`src/rtl/rv_fetch_decode.sv`:
```
// rv_fetch_decode: multi-cycle RV32 R-type fetch/decode controller driving a register-file/ALU datapath
module rv_fetch_decode #(
    parameter int                ADDR_W   = 32,
    parameter logic [ADDR_W-1:0] RESET_PC = '0,
    parameter int                MAX_WAIT = 15
) (
    input  logic              clock,
    input  logic              reset,
    input  logic              start,
    output logic              imem_req,
    output logic [ADDR_W-1:0] imem_addr,
    input  logic              imem_ack,
    input  logic [31:0]       imem_rdata,
    output logic [4:0]        read_reg_num1,
    output logic [4:0]        read_reg_num2,
    output logic [4:0]        write_reg,
    output logic [3:0]        alu_control,
    output logic              regwrite,
    output logic [ADDR_W-1:0] pc,
    output logic              halted,
    output logic              illegal_instr,
    output logic              fetch_err
);
    localparam int CW = $clog2(MAX_WAIT + 2);

    typedef enum logic [2:0] {IDLE, FETCH, DECODE, WRITEBACK, HALT} state_t;

    state_t        state, state_d;
    logic [31:0]   instr;
    logic [CW-1:0] wait_cnt;
    logic [3:0]    alu_d;
    logic          funct_ok;
    logic          is_ecall;
    logic          r_ok;
    logic          timeout;

    assign is_ecall      = instr == 32'h0000_0073;
    assign r_ok          = instr[6:0] == 7'b0110011 && funct_ok;
    assign timeout       = wait_cnt == CW'(MAX_WAIT);
    assign imem_req      = state == FETCH;
    assign imem_addr     = pc;
    assign read_reg_num1 = instr[19:15];
    assign read_reg_num2 = instr[24:20];
    assign write_reg     = instr[11:7];
    assign alu_control   = r_ok ? alu_d : 4'b0000;
    assign regwrite      = state == WRITEBACK && write_reg != 5'd0;

    // Map {funct7,funct3} of the held instruction onto the ALU operation code
    always_comb begin
        alu_d    = 4'b0000;
        funct_ok = 1'b1;
        case ({instr[31:25], instr[14:12]})
            10'b0000000_000: alu_d = 4'b0010;
            10'b0100000_000: alu_d = 4'b0100;
            10'b0000000_111: alu_d = 4'b0000;
            10'b0000000_110: alu_d = 4'b0001;
            10'b0000000_100: alu_d = 4'b0111;
            10'b0000000_001: alu_d = 4'b0011;
            10'b0000000_101: alu_d = 4'b0101;
            10'b0000000_010: alu_d = 4'b1000;
            default:         funct_ok = 1'b0;
        endcase
    end

    // Next-state selection; HALT is terminal until reset
    always_comb begin
        state_d = state;
        case (state)
            IDLE:      state_d = start ? FETCH : IDLE;
            FETCH:     state_d = imem_ack ? DECODE : (timeout ? HALT : FETCH);
            DECODE:    state_d = (is_ecall || !r_ok) ? HALT : WRITEBACK;
            WRITEBACK: state_d = FETCH;
            default:   state_d = HALT;
        endcase
    end

    // State register
    always_ff @(posedge clock or negedge reset) begin
        if (!reset) state <= IDLE;
        else        state <= state_d;
    end

    // Instruction capture, fetch wait counter, sticky halt flags and PC advance
    always_ff @(posedge clock or negedge reset) begin
        if (!reset) begin
            pc            <= RESET_PC;
            instr         <= '0;
            wait_cnt      <= '0;
            halted        <= 1'b0;
            illegal_instr <= 1'b0;
            fetch_err     <= 1'b0;
        end else begin
            wait_cnt <= (state == FETCH && !imem_ack) ? wait_cnt + 1'b1 : '0;
            if (state == FETCH && imem_ack) instr <= imem_rdata;
            if (state == FETCH && !imem_ack && timeout) fetch_err <= 1'b1;
            if (state == DECODE) begin
                halted        <= is_ecall;
                illegal_instr <= !is_ecall && !r_ok;
            end
            if (state == WRITEBACK) pc <= pc + ADDR_W'(4);
        end
    end
endmodule

```
`config.mk`:
```
export PLATFORM = sky130hd
export DESIGN_NAME = rv_fetch_decode
export DESIGN_NICKNAME = d
export VERILOG_FILES = /design/src/rtl/rv_fetch_decode.sv
export SDC_FILE = /design/constraint.sdc
export NUM_CORES = 1
export LEC_CHECK = 0
export ABC_AREA = 1
export CORE_MARGIN = 2
export CORE_UTILIZATION = 50
export CTS_CLUSTER_DIAMETER = 120
export DETAILED_ROUTE_END_ITERATION = 8
export PLACE_DENSITY_LB_ADDON = 0.05
export SYNTH_ARGS = -nofsm -noshare
export SYNTH_HDL_FRONTEND = slang
export SYNTH_SLANG_ARGS = --single-unit
```
`constraint.sdc`:
```
create_clock -name clock -period 3.7 [get_ports clock]
set_clock_uncertainty 0.1 [all_clocks]
set_input_delay 0.37 -clock clock [delete_from_list [all_inputs] [get_ports clock]]
set_output_delay 0.37 -clock clock [all_outputs]
set_load 0.02 [all_outputs]
```
==> results of run 1 <==
==> final cells by class <==
class,count,area (um2)
fillers,731,2870
repair buffers,119,1190
inverters,48,183
clock buffers,10,138
clock inverters,5,56.3
multi-input cells,312,1740
well taps,105,131
flip-flops and latches,73,1830
==> power by group <==
part / switching [W] / internal, W / leakage [nW] / total (W)
sequential: 0 / 0.000797 / 0.984 / 0.000797
clock: 0.000295 / 0.000325 / 0.0981 / 0.000620
combinational: 0.0000231 / 0.0000319 / 1.36 / 0.0000550
total: 0.000318 / 0.00115 / 2.45 / 0.00147
==> layout by cell type (no fill, tap or decap), drive strengths merged <==
master and instances:
dfrtp 73, nor3 8, clkdlybuf4s50 118, buf 1, nor2 81, or2 2
nand2 112, mux2 26, o21ai 3, a21oi 8, o211ai 1, inv 45
clkinvlp 1, a211oi 1, xor2 11, clkinv 6, nand3 30, nand4 5
ha 3, nor3b 1, bufinv 1, conb 4, nand3b 5, and2 1
clkbuf 10, xnor2 10
==> kinds of logic (layout without fill, tap and decap cells) <==
| family | count (synthesis) | count (layout) | synth area share, % |
|---|---|---|---|
| other cells | 1 | 4 | 0.0902 |
| flops | 73 | 73 | 43.9 |
| fa+ha+maj | 3 | 3 | 0.903 |
| xor+xnor | 21 | 21 | 4.61 |
| simple gates | 245 | 245 | 27.3 |
| buf+inv | 102 | 182 | 14.4 |
| compound gates | 13 | 13 | 1.69 |
| mux | 26 | 26 | 7.04 |
==> through the flow <==
stage | setup WS, ns | instances | power, W | hold WS [ns] | utilization (%)
finish | 0.840 | 672 | 0.00147 | 0.0419 | 64.7
global route | 0.556 | 672 | 0.00154 | 0.115 | 64.7
CTS | 0.811 | 672 | 0.00149 | 0.0822 | 64.7
detailed placement | 1.23 | 657 | 0.000870 | 0.357 | 62.3
global placement | 1.33 | 657 | 0.000869 | 0.350 | 62.3
floorplan | 1.85 | 487 | 0.000820 | -0.0256 | -
==> metal layers <==
layer	share of wire, %	vias to the layer above	GRT usage, %
met5	0	-	0
met4	1.6	0	6.64
met3	6.1	12	6.09
met2	50	88	34.7
met1	42	1529	24.6
li1	-	1618	-
==> worst min path at each step <==
stage,to,cells after the start,startpoint,slack [ns]
floorplan,fetch_err$_DFFE_PN0P_,0,reset,-0.03
global placement,wait_cnt[0]$_DFF_PN0_,1,wait_cnt[0]$_DFF_PN0_,0.35
detailed placement,wait_cnt[0]$_DFF_PN0_,1,wait_cnt[0]$_DFF_PN0_,0.36
CTS,imem_addr[8]$_DFFE_PN0P_,1,reset,0.08
global route,imem_addr[7]$_DFFE_PN0P_,1,reset,0.11
finish,imem_addr[5]$_DFFE_PN0P_,1,reset,0.04
==> worst register-to-register path, cell delays in order (launching register included) <==
cell and delay, ns:
dfrtp_1 0.43, nor3_2 0.31, nand2_2 0.51, mux2_1 0.52
==> sequential cells by signal (all words and copies together), names as in the netlist <==
signal	flops
illegal_instr	1
fetch_err	1
instr	32
imem_addr	30
state	3
halted	1
wait_cnt	5
==> results.py, run 1 <==
metrics = {
    "route": {
        "remaining_drc_errors": 0,
        "wirelength_um": 8530,
        "vias": 3247,
        "ant_nets": 0,
        "viasPerCell": 4.83,
        "routedWlPerCell_um": 12.7,
        "drt_first_pass_iters": 4,
        "first_iter_violations": 106,
    },
    "hold_path": {
        "min_path_type": "input port to async pin",
    },
    "yosys": {
        "synthCells": 484,
        "yosysSeqAreaShare_pct": 43.9,
        "synth-async-reset-ratio_pct": 100,
        "yosysTopAreaCell": "dfrtp_1",
        "synth_edf_count": 0,
        "yosysWarnings": 0,
        "syn_area_per_cell_um2": 8.59,
        "synth_flop_cell": "dfrtp_1",
        "ys_types": 36,
        "synthTopCellsByCount": "107 x nand2_1, 73 x dfrtp_1, 73 x nor2_1, 49 x buf_4, 42 x inv_1",
        "ys_ff_latch": 73,
        "netlist_top_cells_area": "dfrtp_1 44%, nand2_1 9.7%, buf_4 8.9%",
        "syn-cell-area_um2": 4160,
        "synth_top_area_share_pct": 43.9,
        "yosysMostFrequentCell": "nand2_1",
    },
    "worst_setup_path": {
        "path_class": "flop to output pin",
        "path_cells": "inv_1, nand2_1, nor2_1, nand2_1, nor2_1, nor2_1, nand2_1, nand2_1, nor2_1, clkdlybuf4s50_1",
        "crit_arrival_ns": 2.39,
        "slowest_delay_ns": 0.62,
        "crit_buf_inv": 2,
        "r2r_cells": 3,
        "crit_slowest_cell": "clkdlybuf4s50_1",
        "startpoint_type": "flop",
        "cp-startpoint": "instr[30]$_DFFE_PN0P_",
        "path_delay_family": "simple AND/OR/NAND/NOR gates",
        "path_depth": 10,
        "cp-end-kind": "output pin",
        "rr_endpoint": "instr[21]$_DFFE_PN0P_",
        "timing.rr.start": "state[2]$_DFF_PN0_",
        "crit_required_ns": 3.23,
        "crit_end": "alu_control[3]",
        "ff2ff_setup_slack_ns": 1.73,
        "cp_max_fo": 4,
    },
    "place": {
        "hpwl_um": 6450,
        "numPortBuffers": 119,
        "placed_area_um2": 5070,
        "place_congestion": 0.903,
    },
    "final_layout": {
        "final_nets": 602,
        "antenna_cells": 0,
        "fin_area_um2": 5260,
        "drive_gt1_share_pct": 11.5,
        "syn2layout_area_growth_pct": 26.6,
    },
    "power_and_ir_drop": {
        "peakVddDrop_uv": 174,
        "power_density_nw_per_um2": 280,
        "p_leak_nw": 2.45,
    },
    "global_routing": {
        "grt_max_degree": 74,
        "grt_pass1_wl_um": 14300,
        "grt.total_usage_pct": 20.4,
        "grt_pass1_vias": 3129,
        "overflow": 0,
        "antenna_found_initial": 0,
    },
    "timing": {
        "fin_crit_sh_pct": 77.3,
        "fin_crit_ns": 2.86,
        "final.setup.tns_ns": 0,
        "slew_violations": 0,
        "setup_viol": 0,
        "tightest_slew_ns": 0.910,
        "relSlewSlack_pct": 39.3,
        "hold_violations": 0,
        "rsz0062_at_grt": "no",
        "max_freq_mhz": 350,
    },
    "die": {
        "pin_count": 124,
        "die-area_um2": 9060,
        "die_w_um": 95.2,
        "dieHeight_um": 95.2,
        "rows": 33,
        "core_um2": 8130,
        "start_util_pct": 51.1,
    },
    "cts": {
        "cts_resized": 0,
        "tritoncts": "built",
        "clock_latency_ns": 0.34,
        "holdBufCountCts": 0,
        "cts_buffer_depth": 2,
        "cts_sinks": 73,
        "htreeDepth": 3,
        "path_clk_slew_ns": 0.08,
        "clock-root-buffer": "clkbuf_8",
        "post_cts_buffers": 0,
        "cts_made_buffers": 9,
    },
    "status": {
        "status": "complete, no violations",
    },
    "flow_run": {
        "drv_cap": 0,
    },
}
(Power assumes the default switching activity.)
==> inputs of run 2 (changes only) <==
--- a/config.mk
+++ b/config.mk
@@ -7,7 +7,7 @@
 export LEC_CHECK = 0
 export ABC_AREA = 1
 export CORE_MARGIN = 2
-export CORE_UTILIZATION = 50
+export CORE_UTILIZATION = 48
 export CTS_CLUSTER_DIAMETER = 120
 export DETAILED_ROUTE_END_ITERATION = 8
 export PLACE_DENSITY_LB_ADDON = 0.05
==> constraint.sdc (replaced) <==
create_clock -name clock -period 2.8 [get_ports clock]
set_clock_uncertainty 0.1 [all_clocks]
set_input_delay 0.28 -clock clock [delete_from_list [all_inputs] [get_ports clock]]
set_output_delay 0.28 -clock clock [all_outputs]
set_load 0.02 [all_outputs]
==> run 2 against run 1 <==
  * Utilization is 0.58 points lower
  * Cell area up 1.1%
  * Routed wire length hardly changed
  * Flip-flop and latch count did not move
  * Final cell count up 0.60%
  * Register-to-register slack worse by 0.82 ns
  * Sequential power grew 32%
  * Critical path depth stayed put
==> results.py, run 2 (synthesis results as in run 1) <==
metrics = {
    "cts": {
        "htreeDepth": 3,
        "clock-root-buffer": "clkbuf_8",
        "cts_sinks": 73,
        "cts_buffer_depth": 2,
        "path_clk_slew_ns": 0.07,
        "tritoncts": "built",
        "cts_made_buffers": 9,
        "clock_latency_ns": 0.34,
    },
    "worst_setup_path": {
        "timing.rr.start": "state[2]$_DFF_PN0_",
        "path_class": "flop to output pin",
        "cp-end-kind": "output pin",
        "crit_arrival_ns": 1.98,
        "rr_endpoint": "instr[17]$_DFFE_PN0P_",
        "ff2ff_setup_slack_ns": 0.91,
        "crit_required_ns": 2.42,
        "r2r_cells": 3,
        "startpoint_type": "flop",
        "cp_max_fo": 4,
    },
    "timing": {
        "final.setup.tns_ns": 0,
        "fin_crit_sh_pct": 84.1,
        "setup_ws_ns": 0.445,
        "max_freq_mhz": 425,
        "hold_violations": 0,
        "slew_violations": 0,
        "setup_viol": 0,
        "relSlewSlack_pct": 38.7,
        "rsz0062_at_grt": "no",
        "tightest_slew_ns": 0.920,
        "fin_crit_ns": 2.36,
    },
    "route": {
        "vias": 3268,
        "top_layer": "met4",
        "met2_length_um": 4180,
        "viasPerCell": 4.83,
        "first_iter_violations": 110,
        "routedWlPerCell_um": 12.6,
        "drt_first_pass_iters": 4,
        "met1_length_um": 3600,
        "ant_nets": 0,
        "wirelength_um": 8530,
        "dr_wl_met3_um": 563,
        "remaining_drc_errors": 0,
    },
    "final_layout": {
        "syn2layout_area_growth_pct": 28.1,
        "final_nets": 605,
        "top_register": "instr",
        "nFillCells": 731,
        "utilization_pct": 64.1,
        "layout_common_cells": "114 x clkdlybuf4s50_1, 107 x nand2_1, 73 x dfrtp_1",
        "fin_area_um2": 5320,
        "layout_commonest_cell": "clkdlybuf4s50_1",
        "drive_gt1_share_pct": 12.1,
        "antenna_cells": 0,
        "largest_register_ffs": 32,
    },
    "die": {
        "core_um2": 8300,
        "rows": 33,
        "pin_count": 124,
        "dieHeight_um": 97.1,
        "start_util_pct": 50.1,
        "die-area_um2": 9420,
        "die_w_um": 97.1,
    },
    "hold_path": {
        "min_from": "wait_cnt[0]$_DFF_PN0_",
        "hold-path-endpoint": "wait_cnt[0]$_DFF_PN0_",
        "min_path_type": "flop to flop",
        "hold_depth": 1,
    },
    "global_routing": {
        "antenna_found_initial": 0,
        "grt_max_degree": 74,
        "grt_pass1_vias": 3087,
        "grt_pass1_wl_um": 14600,
        "overflow": 0,
        "grt.total_usage_pct": 18.9,
    },
    "power_and_ir_drop": {
        "power_density_nw_per_um2": 376,
        "p_leak_nw": 2.54,
        "peakVddDrop_uv": 233,
    },
    "place": {
        "placed_area_um2": 5080,
        "place_congestion": 0.897,
        "hpwl_um": 6440,
        "numPortBuffers": 119,
        "place_ws_ns": 0.424,
    },
    "flow_run": {
        "drv_cap": 0,
    },
    "status": {
        "status": "complete, no violations",
    },
}
## run 2: final cells by class
| class | count | area [um2] | area share [%] |
|---|---|---|---|
| clock buffers | 12 | 165 | 3.10 |
| inverters | 48 | 183 | 3.43 |
| well taps | 105 | 131 | 2.47 |
| multi-input cells | 312 | 1740 | 32.7 |
| repair buffers | 122 | 1220 | 23.0 |
| clock inverters | 4 | 50.0 | 0.940 |
| flip-flops and latches | 73 | 1830 | 34.3 |
## run 2: metrics by stage
step | cells | total power, W | hold slack (ns)
floorplan | 487 | 0.00108 | -0.116
global placement | 659 | 0.00115 | 0.349
detailed placement | 659 | 0.00115 | 0.355
CTS | 676 | 0.00203 | 0.365
global route | 676 | 0.00209 | 0.403
finish | 676 | 0.00200 | 0.361
## run 2: worst max-delay path by stage
stage,from,to,slack [ns],depth (start not counted)
6_report,instr[29]$_DFFE_PN0P_,alu_control[3],0.44,10
5_1_grt,instr[14]$_DFFE_PN0P_,alu_control[3],0.16,10
4_1_cts,instr[25]$_DFFE_PN0P_,alu_control[3],0.02,10
3_5_place_dp,instr[25]$_DFFE_PN0P_,alu_control[3],0.42,10
3_3_place_gp,instr[29]$_DFFE_PN0P_,alu_control[2],0.52,10
2_1_floorplan,instr[30]$_DFFE_PN0P_,alu_control[1],1.04,9
## run 2: power by group
part           internal (W)  switching, W
Combinational     0.0000431     0.0000313
Clock              0.000483      0.000389
Sequential          0.00105             0
Total               0.00158      0.000420
## run 2: timing repair
item	CTS	global route
endpoints found under the hold margin	10	0
gates resized for setup	0	5
buffers inserted	0	0
hold buffers	1	0
setup endpoints to repair	0	4
## run 2: routing by layer
layer | vias to the layer above | GRT usage (%)
li1 | 1632 | -
met1 | 1514 | 23.7
met2 | 107 | 30.8
met3 | 15 | 4.89
met4 | 0 | 8.45
met5 | - | 0
## run 2: critical path, cell delays in order, from the launching register on
cell	delay (ns)
dfrtp_1	0.38
nor2_1	0.15
nand2_1	0.11
nor2_1	0.17
nand2_1	0.10
nand2_1	0.10
nor2_1	0.05
nand2_1	0.09
nand2_1	0.11
nor2_1	0.14
dlymetal6s2s_1	0.24
==> inputs of run 3 (changes only) <==
--- a/config.mk
+++ b/config.mk
@@ -7,7 +7,7 @@
 export LEC_CHECK = 0
 export ABC_AREA = 1
 export CORE_MARGIN = 2
-export CORE_UTILIZATION = 48
+export CORE_UTILIZATION = 43
 export CTS_CLUSTER_DIAMETER = 120
 export DETAILED_ROUTE_END_ITERATION = 8
 export PLACE_DENSITY_LB_ADDON = 0.05
==> constraint.sdc (replaced) <==
create_clock -name clock -period 2.1 [get_ports clock]
set_clock_uncertainty 0.1 [all_clocks]
set_input_delay 0.21 -clock clock [delete_from_list [all_inputs] [get_ports clock]]
set_output_delay 0.21 -clock clock [all_outputs]
set_load 0.02 [all_outputs]
==> run 3 against run 2 <==
  * The flow now finishes with violations (setup timing)
  * Setup slack worse by 0.45 ns
  * Sequential share of layout area fell by 1.7 points
  * Power up 38%
  * Final cell count is 6.7% higher
  * Critical path depth grew 1
  * Cell area up 5.2%
  * Critical path type unchanged
==> results.py, run 3 (synthesis results as in run 1) <==
metrics = {
    "flow_run": {
        "drv_cap": 0,
    },
    "timing": {
        "max_freq_mhz": 475,
        "slew_violations": 0,
        "setup_viol": 1,
        "final.setup.tns_ns": -0.00634,
        "setup_ws_ns": -0.00634,
        "fin_crit_sh_pct": 100,
        "rsz0062_at_grt": "yes",
        "hold_violations": 0,
        "fin_crit_ns": 2.11,
    },
    "cts": {
        "cts_made_buffers": 9,
        "tritoncts": "built",
        "clock_latency_ns": 0.34,
        "path_clk_slew_ns": 0.08,
        "clock-root-buffer": "clkbuf_8",
        "htreeDepth": 3,
        "cts_buffer_depth": 2,
        "cts_sinks": 73,
    },
    "final_layout": {
        "antenna_cells": 0,
        "layout_commonest_cell": "clkdlybuf4s50_1",
        "drive_gt1_share_pct": 19.1,
        "syn2layout_area_growth_pct": 34.7,
        "largest_register_ffs": 32,
        "top_register": "instr",
        "final_nets": 626,
        "layout_common_cells": "112 x clkdlybuf4s50_1, 97 x nand2_1, 73 x dfrtp_1",
    },
    "route": {
        "top_layer": "met4",
        "remaining_drc_errors": 0,
        "vias": 3299,
        "first_iter_violations": 88,
        "ant_nets": 0,
        "viasPerCell": 4.58,
        "wirelength_um": 8890,
        "dr_wl_met3_um": 541,
        "met2_length_um": 4550,
        "routedWlPerCell_um": 12.3,
        "met1_length_um": 3700,
        "drt_first_pass_iters": 4,
    },
    "power_and_ir_drop": {
        "finalPower_w": 0.00276,
        "power_density_nw_per_um2": 493,
        "p_leak_nw": 2.65,
        "power_frac_clock_pct": 45.3,
        "switching_share_pct": 20.4,
        "p_sw_w": 0.000562,
        "comb_power_share_pct": 3.8,
        "p_seq_share_pct": 50.9,
        "power.internal_w": 0.00220,
        "peakVddDrop_uv": 312,
    },
    "hold_path": {
        "min_path_type": "input port to async pin",
    },
    "worst_setup_path": {
        "crit_required_ns": 1.79,
        "ff2ff_setup_slack_ns": 0.37,
        "startpoint_type": "flop",
        "crit_arrival_ns": 1.80,
        "rr_endpoint": "imem_addr[24]$_DFFE_PN0P_",
        "cp-end-kind": "output pin",
        "timing.rr.start": "imem_addr[3]$_DFFE_PN0P_",
        "crit_end": "alu_control[0]",
        "r2r_cells": 10,
        "cp-startpoint": "instr[31]$_DFFE_PN0P_",
        "cp_max_fo": 3,
        "path_class": "flop to output pin",
    },
    "die": {
        "dieHeight_um": 102,
        "die_w_um": 102,
        "core_um2": 9330,
        "die-area_um2": 10500,
        "start_util_pct": 44.6,
        "rows": 35,
        "pin_count": 124,
    },
    "global_routing": {
        "antenna_found_initial": 0,
        "grt.total_usage_pct": 17.9,
        "overflow": 0,
        "grt_pass1_wl_um": 14500,
        "grt_pass1_vias": 3269,
        "grt_max_degree": 41,
    },
    "place": {
        "numPortBuffers": 119,
        "hpwl_um": 6800,
        "place_congestion": 0.894,
    },
    "status": {
        "violations": "setup timing",
        "status": "complete, but fails checks",
    },
}
run 3: cell count changes in the layout (fill, tap and decap cells not counted), moves of 5 or more:
cell,delta
nand2_1,-10
buf_4,+22
nor2_1,-7
nor2_2,+5
nand2_2,+10
run 3: repair_timing:
action,in CTS,in global routing
resized for setup,27,19
buffers inserted,2,0
setup endpoints to repair,4,6
hold endpoints to repair,33,0
pin swaps,0,9
hold buffers,1,0
run 3: worst max-delay path, cell delays in order (launching register included):
cell     delay (ns)
dfrtp_1        0.39
inv_1          0.09
buf_4          0.11
nand2_1        0.04
nor2_1         0.16
nand2_2        0.08
nand2_2        0.09
nor2_2         0.05
nand2_2        0.08
nand3_2        0.09
nor2_1         0.11
buf_4          0.14
run 3: area by class of cell:
| type | count | area [um2] |
|---|---|---|
| clock inverter | 5 | 77.6 |
| clock buffer | 11 | 151 |
| multi-input combinational | 312 | 1800 |
| timing repair buffer | 143 | 1400 |
| tap | 129 | 161 |
| inverter | 48 | 183 |
| fill | 849 | 3730 |
| sequential | 73 | 1830 |
run 3: stage by stage:
step	area, um2	instances	worst slack [ns]	hold WS (ns)	util, %
2_1_floorplan	4170	487	0.393	-0.186	-
3_3_place_gp	5280	702	-0.120	0.0914	56.6
3_5_place_dp	5280	702	-0.162	0.0925	56.6
4_1_cts	5540	721	-0.0321	0.254	59.4
5_1_grt	5600	721	-0.137	0.273	60.0
6_report	5600	721	-0.00634	0.251	60.0
run 3: power by group through the flow:
stage                     registers [W]  clock network (W)  logic [W]
after CTS                       0.00140            0.00128   0.000108
after floorplan                 0.00143                  0  0.0000129
after detailed placement        0.00143                  0   0.000106
after global routing            0.00140            0.00136   0.000117
final                           0.00140            0.00125   0.000104
after global placement          0.00143                  0   0.000105
run 3: how the worst min path moves through the flow:
stage / from / end / depth (start not counted)
4_1_cts: reset / imem_addr[5]$_DFFE_PN0P_ / 2
6_report: reset / imem_addr[5]$_DFFE_PN0P_ / 2
3_3_place_gp: reset / imem_addr[5]$_DFFE_PN0P_ / 1
3_5_place_dp: reset / imem_addr[5]$_DFFE_PN0P_ / 1
2_1_floorplan: reset / fetch_err$_DFFE_PN0P_ / 0
5_1_grt: reset / imem_addr[5]$_DFFE_PN0P_ / 2
run 3: layer usage:
layer	GRT usage (%)	vias up
met5	0	-
met4	4.62	0
met3	6.36	7
met2	32.0	86
met1	20.4	1531
li1	-	1675
